### src/rtl/tcam_pkg.sv
// Shared types and constants for the ternary CAM lookup blocks.
package tcam_pkg;

  localparam int TCAM_WIDTH_DEF       = 32;
  localparam int TCAM_DEPTH_DEF       = 16;
  localparam int TCAM_INDEX_WIDTH_DEF = $clog2(TCAM_DEPTH_DEF);

  // A mask bit equal to this value removes that bit from the comparison.
  localparam logic TCAM_MASK_DONT_CARE = 1'b1;

  typedef struct packed {
    logic [TCAM_WIDTH_DEF-1:0] data;
    logic [TCAM_WIDTH_DEF-1:0] mask;
    logic                      valid;
  } tcam_entry_t;

  typedef struct packed {
    logic                            hit;
    logic                            multi;
    logic [TCAM_INDEX_WIDTH_DEF-1:0] idx;
    logic [TCAM_WIDTH_DEF-1:0]       data;
    logic [TCAM_INDEX_WIDTH_DEF:0]   cnt;
  } tcam_result_t;

endpackage

### src/rtl/tcam_prio_enc.sv
// Lowest-index priority encoder with any-hit and multi-hit flags; purely combinational.
module tcam_prio_enc #(
  parameter  int DEPTH = 16,
  localparam int IDX_W = $clog2(DEPTH)
) (
  input  logic [DEPTH-1:0] match,
  output logic [IDX_W-1:0] idx,
  output logic             any,
  output logic             multi
);

  // Scan downward so the lowest set bit is the last assignment to stick.
  always_comb begin
    idx = '0;
    for (int i = DEPTH - 1; i >= 0; i--) begin
      if (match[i]) idx = IDX_W'(i);
    end
  end

  assign any   = |match;
  assign multi = |(match & (match - DEPTH'(1)));

endmodule

### src/rtl/tcam_pipe.sv
// Two-stage pipelined ternary CAM with per-search key masking and valid/ready handshakes.
// Optional hit popcount on rslt_cnt is enabled by defining TCAM_HIT_CNT_EN.
module tcam_pipe
  import tcam_pkg::*;
#(
  parameter  int TCAM_WIDTH       = TCAM_WIDTH_DEF,
  parameter  int TCAM_DEPTH       = TCAM_DEPTH_DEF,
  localparam int TCAM_INDEX_WIDTH = $clog2(TCAM_DEPTH)
) (
  input  logic                        clk,
  input  logic                        rst,
  input  logic                        wr_en,
  input  logic [TCAM_INDEX_WIDTH-1:0] wr_idx,
  input  logic [TCAM_WIDTH-1:0]       wr_data,
  input  logic [TCAM_WIDTH-1:0]       wr_mask,
  input  logic                        wr_valid,
  input  logic                        flush,
  input  logic                        srch_valid,
  output logic                        srch_ready,
  input  logic [TCAM_WIDTH-1:0]       srch_key,
  input  logic [TCAM_WIDTH-1:0]       srch_key_mask,
  output logic                        rslt_valid,
  input  logic                        rslt_ready,
  output logic                        rslt_hit,
  output logic                        rslt_multi,
  output logic [TCAM_INDEX_WIDTH-1:0] rslt_idx,
  output logic [TCAM_WIDTH-1:0]       rslt_data,
  output logic [TCAM_INDEX_WIDTH:0]   rslt_cnt
);

  localparam logic [TCAM_WIDTH-1:0] DC_ALL = {TCAM_WIDTH{TCAM_MASK_DONT_CARE}};

  logic [TCAM_WIDTH-1:0]       data_q [TCAM_DEPTH];
  logic [TCAM_WIDTH-1:0]       mask_q [TCAM_DEPTH];
  logic [TCAM_DEPTH-1:0]       valid_q;
  logic [TCAM_DEPTH-1:0]       valid_nxt;
  logic                        stall;
  logic                        accept;
  logic [TCAM_DEPTH-1:0]       match_p0;
  logic [TCAM_DEPTH-1:0]       match_p1;
  logic                        vld_p1;
  logic [TCAM_INDEX_WIDTH-1:0] win_idx_p1;
  logic                        any_p1;
  logic                        multi_p1;
  logic [TCAM_INDEX_WIDTH:0]   cnt_p1;

  assign stall      = rslt_valid && !rslt_ready;
  assign srch_ready = !stall;
  assign accept     = srch_valid && srch_ready;

  // Flush clears everything, but a same-cycle write still lands its own valid bit.
  always_comb begin
    valid_nxt = flush ? '0 : valid_q;
    if (wr_en) valid_nxt[wr_idx] = wr_valid;
  end

  always_ff @(posedge clk) begin
    if (rst) begin
      valid_q <= '0;
      for (int i = 0; i < TCAM_DEPTH; i++) begin
        data_q[i] <= '0;
        mask_q[i] <= '0;
      end
    end else begin
      valid_q <= valid_nxt;
      if (wr_en) begin
        data_q[wr_idx] <= wr_data;
        mask_q[wr_idx] <= wr_mask;
      end
    end
  end

  always_comb begin
    for (int i = 0; i < TCAM_DEPTH; i++) begin
      match_p0[i] = valid_q[i] &&
                    (((data_q[i] ^ srch_key) & (mask_q[i] ^ DC_ALL) & (srch_key_mask ^ DC_ALL)) == '0);
    end
  end

  // ---- stage 1: register match vector ----
  always_ff @(posedge clk) begin
    if (rst)         vld_p1 <= 1'b0;
    else if (!stall) vld_p1 <= accept;
  end

  always_ff @(posedge clk) begin
    if (!stall) match_p1 <= match_p0;
  end

  tcam_prio_enc #(.DEPTH(TCAM_DEPTH)) u_prio_enc (
    .match (match_p1),
    .idx   (win_idx_p1),
    .any   (any_p1),
    .multi (multi_p1)
  );

`ifdef TCAM_HIT_CNT_EN
  function automatic logic [TCAM_INDEX_WIDTH:0] popcount(input logic [TCAM_DEPTH-1:0] v);
    logic [TCAM_INDEX_WIDTH:0] c;
    c = '0;
    for (int i = 0; i < TCAM_DEPTH; i++) c = c + {{TCAM_INDEX_WIDTH{1'b0}}, v[i]};
    return c;
  endfunction

  assign cnt_p1 = popcount(match_p1);
`else
  assign cnt_p1 = '0;
`endif

  // ---- stage 2: resolve winner, read its current data, register results ----
  always_ff @(posedge clk) begin
    if (rst) begin
      rslt_valid <= 1'b0;
      rslt_hit   <= 1'b0;
      rslt_multi <= 1'b0;
      rslt_idx   <= '0;
      rslt_data  <= '0;
      rslt_cnt   <= '0;
    end else if (!stall) begin
      rslt_valid <= vld_p1;
      rslt_hit   <= any_p1;
      rslt_multi <= multi_p1;
      rslt_idx   <= any_p1 ? win_idx_p1 : '0;
      rslt_data  <= any_p1 ? data_q[win_idx_p1] : '0;
      rslt_cnt   <= cnt_p1;
    end
  end

endmodule

### config.mk
export PLATFORM = sky130hd
export DESIGN_NAME = tcam_pipe
export DESIGN_NICKNAME = d
export VERILOG_FILES = /design/src/rtl/tcam_pkg.sv /design/src/rtl/tcam_prio_enc.sv /design/src/rtl/tcam_pipe.sv
export SDC_FILE = /design/constraint.sdc
export NUM_CORES = 2
export LEC_CHECK = 0
export BUFFER_PORTS_ARGS = -buffer_cell sky130_fd_sc_hd__buf_2
export CAP_MARGIN = 15
export CORE_ASPECT_RATIO = 1.1
export CORE_MARGIN = 2
export CORE_UTILIZATION = 30
export CTS_CLUSTER_SIZE = 40
export DETAILED_ROUTE_END_ITERATION = 8
export GPL_ROUTABILITY_DRIVEN = 0
export PLACE_DENSITY = 0.54
export SLEW_MARGIN = 20
export SYNTH_ARGS = -nofsm -noshare
export SYNTH_HDL_FRONTEND = slang
export SYNTH_SLANG_ARGS = --single-unit
### constraint.sdc
create_clock -name clk -period 3.5 [get_ports clk]
set_clock_uncertainty 0.15 [all_clocks]
set_input_delay 0.175 -clock clk [delete_from_list [all_inputs] [get_ports clk]]
set_output_delay 0.175 -clock clk [all_outputs]
set_load 0.02 [all_outputs]
# Word-level counts from Yosys, hierarchy flattened
# Memories as Yosys holds them, arrays and structs flattened.
# Cells that the tools add are included.
# op_classes
n_reduce_logical	41
n_bitwise	66
add_sub_neg	1
n_mux	34
n_lt_le_gt_ge	2
# op_table
op	count
AND 32 bit	32
inverter 32 bit	17
zero test 32 bit	16
XOR 32 bit	16
two-way mux 32 bit	3
two-way mux 4 bit	19
OR reduction 32 bit	2
two-way mux 16 bit	2
OR reduction 16 bit	2
logical AND 1 bit	19
AND 16 bit	1
bitwise mux 16 bit	1
subtractor 16 x 1 -> 16 bit (second input constant)	1
two-way mux 1 bit	8
< comparator 4 x 5 -> 1 bit (second input constant)	1
demux 1 bit (select 4 bit)	1
>= comparator 4 x 1 -> 1 bit (second input constant)	1
zero test 1 bit	2
# totals
register_bits	72
elab_cells	154
ramBits	1024
mem_count	2
out_inout_bits	45
# memory_table
name	words	width	rd	rd_ports_with_merged_regs	wr	line_no	source
data_q	16	32	17	0	16	tcam_pipe.sv:33	logic [TCAM_WIDTH-1:0] data_q [TCAM_DEPTH];
mask_q	16	32	16	0	16	tcam_pipe.sv:34	logic [TCAM_WIDTH-1:0] mask_q [TCAM_DEPTH];

# Logic depth before layout (Yosys ltp)
# An unclocked memory read counts as a cell.
# logic_depth
ltp_word	18
depth_mapped	12
depth_no_buf	8

# Cells and area by module
# Synthesis repeated with hierarchy kept, for this count alone.
# unflattened
cells_unflattened	4248
hier_area_um2	53631.4
# by_module_without_submodules
module	area_per_inst_um2	cells_each	n_inst
tcam_pipe	53308.6	4195	1
tcam_prio_enc	322.8	53	1

# Worst setup path after synthesis
# No wires, ideal clock.
# synth_timing
path_type	register -> register
from	register rslt_valid
to	register rslt_data[15]
slack_ns	0.843
path_buffers	4
path_stages_with_launch	12
t_arrival_ns	2.448
cell_sequence	dfxtp_1 -> nor2b_1 -> clkbuf_1 -> inv_1 -> o21ai_2 -> or3_1 -> buf_2 -> buf_6 -> buf_4 -> a31oi_1 -> o311ai_0 -> nand2_1
# synth_via
elab_chain_len	1
# synth_lines
element	line_no	source
start: declaration	tcam_pipe.sv:22	output logic rslt_valid,
start signal: assignment	tcam_pipe.sv:120	rslt_valid <= vld_p1;
logical AND 1 bit	tcam_pipe.sv:47	assign stall = rslt_valid && !rslt_ready;
end signal: assignment	tcam_pipe.sv:124	rslt_data <= any_p1 ? data_q[win_idx_p1] : '0;
end: declaration	tcam_pipe.sv:27	output logic [TCAM_WIDTH-1:0] rslt_data,
# Every way passes these cells.
# A chain may end at the register's enable or synchronous reset.

# Worst setup path in the final report
# layout_timing
from	register match_p1[3]
to	register rslt_data[16]
# layout_via
elab_chain_len	6
# layout_lines
element	line_no	source
start: declaration	tcam_pipe.sv:40	logic [TCAM_DEPTH-1:0] match_p1;
start signal: assignment	tcam_pipe.sv:87	if (!stall) match_p1 <= match_p0;
two-way mux 4 bit (4 in a row)	tcam_prio_enc.sv:16	if (match[i]) idx = IDX_W'(i);
memory (16 x 32 bit)	n/a	
two-way mux 32 bit *	tcam_pipe.sv:124	
# Every way passes the cells marked *; elsewhere a longest branch is shown, timed or not.

==> key figures <==
Run status
  • Status: complete, no violations

Final layout
  • Share of cells above drive strength 1: 12.5%
  • Layout area overhead: 17.4%
  • Fillers: 17.5k
  • FF+latch area: 0.0324 sq mm
  • Footprint of the multi-input gates: 0.0198 sq mm
  • Leading cell type in the layout, fill and taps excluded: edfxtp_1
  • Final instance area: 0.0630 sq mm
  • Commonest non-fill, non-tap cells in the layout: 1040 x edfxtp_1, 1031 x and2_1, 532 x nor3_1, 512 x xnor2_1, 456 x nand2_1
  • Fin util: 35.5%
  • Final #Nets: 5064

Clock network
  • Skew-Pair Late Insertion Delay: 0.77 ns
  • TritonCTS clock tree: done
  • H-tree depth: 3
  • Clock-pin transition on the worst setup and hold timing paths: 0.06 ns
  • Clock Path Buffers: 3
  • Clk root buf: clkbuf_16
  • CTS Buf Count: 119
  • Num Clock Sinks: 1096
  • PostCTS Resize Cnt: 0

Critical path
  • Reg2Reg Depth: 10
  • Critical Path RT: 3.95 ns
  • Crit path max fanout: 15
  • Reg-to-Reg Start: match_p1[3]$_DFFE_PN_
  • Worst setup path end: rslt_data[16]$_SDFFE_PP0N_
  • Reg2Reg Setup Slack: 0.35 ns
  • Arrival time worst endpoint: 3.60 ns
  • Kind of critical path: reg -> reg
  • Crit path from: match_p1[3]$_DFFE_PN_
  • Reg2reg end: rslt_data[16]$_SDFFE_PP0N_
  • Worst setup EP type: flop
  • Critical Path Start Type: flop

Timing
  • Final Hold Vio Count: 0
  • Max Freq: 0.317 GHz
  • Final Cycle Share: 90.1%
  • Setup TNS: 0 ns
  • Hold slack: 0.0991 ns
  • Slew at the pin with the worst max-slew slack: 1.19 ns
  • Post-layout min period: 3.15 ns
  • Final Setup Violations: 0
  • Unrepaired setup endpoints after global routing: no
  • Final Slew Violations: 0
  • Slew headroom: 19.8%

Global routing
  • Overflow after GRT: 0
  • First-pass GRT wire length: 323000 um
  • Global-route usage over all layers: 25.4%
  • Pin count of the biggest net entering global routing: 88
  • Initial antenna violation count: 38
  • Vias in the first global route: 38.3k

Die
  • Initial Util: 30.3%
  • Die X: 407 um
  • Die ar.: 0.182 sq mm
  • # IOs: 184
  • Die height: 448 um
  • Number of cell rows: 162
  • Core ar.: 0.177 sq mm

Synthesis
  • Dominant synthesized flop cell: edfxtp_1
  • Async SR Flop Fraction: 0%
  • Synth warnings: 0
  • Synth Area in Compound Gates: 3.58%
  • Yosys reg bits: 1096
  • Largest family of logic cells by synthesized area: simple AND/OR/NAND/NOR gates
  • Post-synthesis mux area share: 0.560%
  • Sequential share of the synthesized area: 60.3%
  • Post-Syn Area: 0.0537 sq mm
  • Adder-Cell Fraction of Synth Area: 0.0187%
  • Number of synthesized flops with an enable pin: 1040
  • Synth Area in XOR/XNOR: 8.36%
  • Simple-Gate Fraction of Synth Area: 24.0%
  • Library cells used by synthesis: 57
  • Gate count after technology mapping: 4727
  • Avg Cell Area, Syn: 11.4 sq um

Route
  • 1st-pass router iterations: 6
  • Number of remaining DRC errors: 0
  • Via count: 40.1k
  • DRT antenna net count: 0
  • Vias per cell: 5.40
  • DR WL/cell: 31.9 um
  • Iter 0 DRT Violations: 5643
  • Routed wire length: 237000 um

Placement
  • Placed inst area: 0.0584 sq mm
  • Buffers on Ports: 178
  • HPWL Detailed: 162000 um

Power
  • Maximum VDD drop: 0.000411 V
  • P per Cell Area: 535 mW/mm^2
  • P_leak: 21.6 nW

Min path
  • Hold/Removal Path Class: in -> reg

Job
  • # Max-Cap Violations: 0
-- worst min path at each step --
stage | to | start | slack, ns | depth (start not counted)
2_1_floorplan | valid_q[0]$_SDFF_PP0_ | wr_valid | 0.15 | 1
3_3_place_gp | vld_p1$_SDFFE_PP0N_ | srch_valid | 0.28 | 3
3_5_place_dp | vld_p1$_SDFFE_PP0N_ | srch_valid | 0.29 | 3
4_1_cts | valid_q[12]$_SDFF_PP0_ | wr_en | 0.05 | 4
5_1_grt | valid_q[12]$_SDFF_PP0_ | wr_en | 0.11 | 4
6_report | valid_q[14]$_SDFF_PP0_ | wr_en | 0.1 | 4
-- what timing repair did --
action                                 in CTS  in global routing
endpoints found under the hold margin    1054                  0
hold buffers                               77                  0
setup buffers                               0                  0
-- cell usage after synthesis (all sizes together) (2+ instances only) --
library cell	count	area [sq um]
o211ai	5	37.5
a32o	13	130
nor4	115	726
nand4	30	188
mux2i	30	300
o2111ai	2	17.5
xnor2	512	4480
a2111oi	7	67.6
and3	9	56.3
nand2b	6	37.5
inv	17	63.8
or2	2	12.5
nand2	457	1720
o21ai	19	98.8
a21oi	71	355
and3b	2	17.5
or3	2	12.5
nor3	540	2700
o21a	2	15.0
clkbuf	289	1080
a221o	3	30.0
nand3	141	706
dfxtp	56	1120
and2	1031	6450
a41o	3	30.0
buf	121	581
a311oi	2	17.5
o311ai	29	254
nand3b	2	15.0
a31oi	62	388
nor2	42	170
nor2b	6	37.5
a32oi	40	350
edfxtp	1040	31200
a31o	3	26.3
a211oi	7	52.6
-- flip-flops by register name, indices dropped and copies added, names as in the netlist --
register    count
valid_q        16
rslt_hit        1
rslt_data      32
match_p1       16
data_q        512
rslt_valid      1
mask_q        512
rslt_idx        4
vld_p1          1
rslt_multi      1
-- stage by stage --
step / power [mW] / worst slack, ns / instances
floorplan: 18.5 / 0.843 / 4731
global placement: 21.3 / 0.562 / 7105
detailed placement: 21.3 / 0.478 / 7105
CTS: 33.7 / 0.446 / 7407
global route: 34.4 / 0.207 / 7414
finish: 33.7 / 0.346 / 7418
-- power breakdown --
group / internal (mW) / total (mW) / switching, mW / leakage (nW)
Clock: 6.94 / 12.5 / 5.53 / 1.84
Combinational: 1.66 / 5.40 / 3.74 / 9.26
Sequential: 15.2 / 15.8 / 0.620 / 10.5
-- area by class of cell --
class                   instances  share of cell area, %
well taps                    2378                   4.72
diodes                         11                 0.0437
repair buffers                483                   6.31
clock inverters                54                  0.648
flip-flops and latches       1096                   51.4
clock buffers                 171                   5.28
inverters                      17                  0.149
multi-input cells            3208                   31.5
-- routing by layer --
layer,wire [um],vias to the layer above,global-route usage (%)
met5,121,-,0
met4,15300,20,14.3
met3,21800,459,4.42
met2,107000,2350,40.2
met1,92500,20200,32.8
li1,-,17000,-
-- cell families (layout without fill, tap and decap cells) --
group | count (synthesis) | count (layout)
XOR/XNOR | 512 | 512
multiplexers | 30 | 30
flip-flops | 1096 | 1096
other | 1 | 16
AND/OR/NAND/NOR | 2386 | 2386
AO/OA/AOI/OAI | 274 | 274
buffers and inverters | 427 | 725
adder cells (fa/ha/maj) | 1 | 1
-- critical path, stage by stage, from the launching register on --
cell and delay [ns]:
edfxtp_1 0.44, nor4_2 0.57, and2_1 0.37, nand2_1 0.12
o21ai_2 0.21, or3_2 0.16, buf_4 0.38, buf_4 0.25
a31oi_1 0.07, o311ai_0 0.17, nand2_1 0.09
Power figures use the tool's default switching activity.
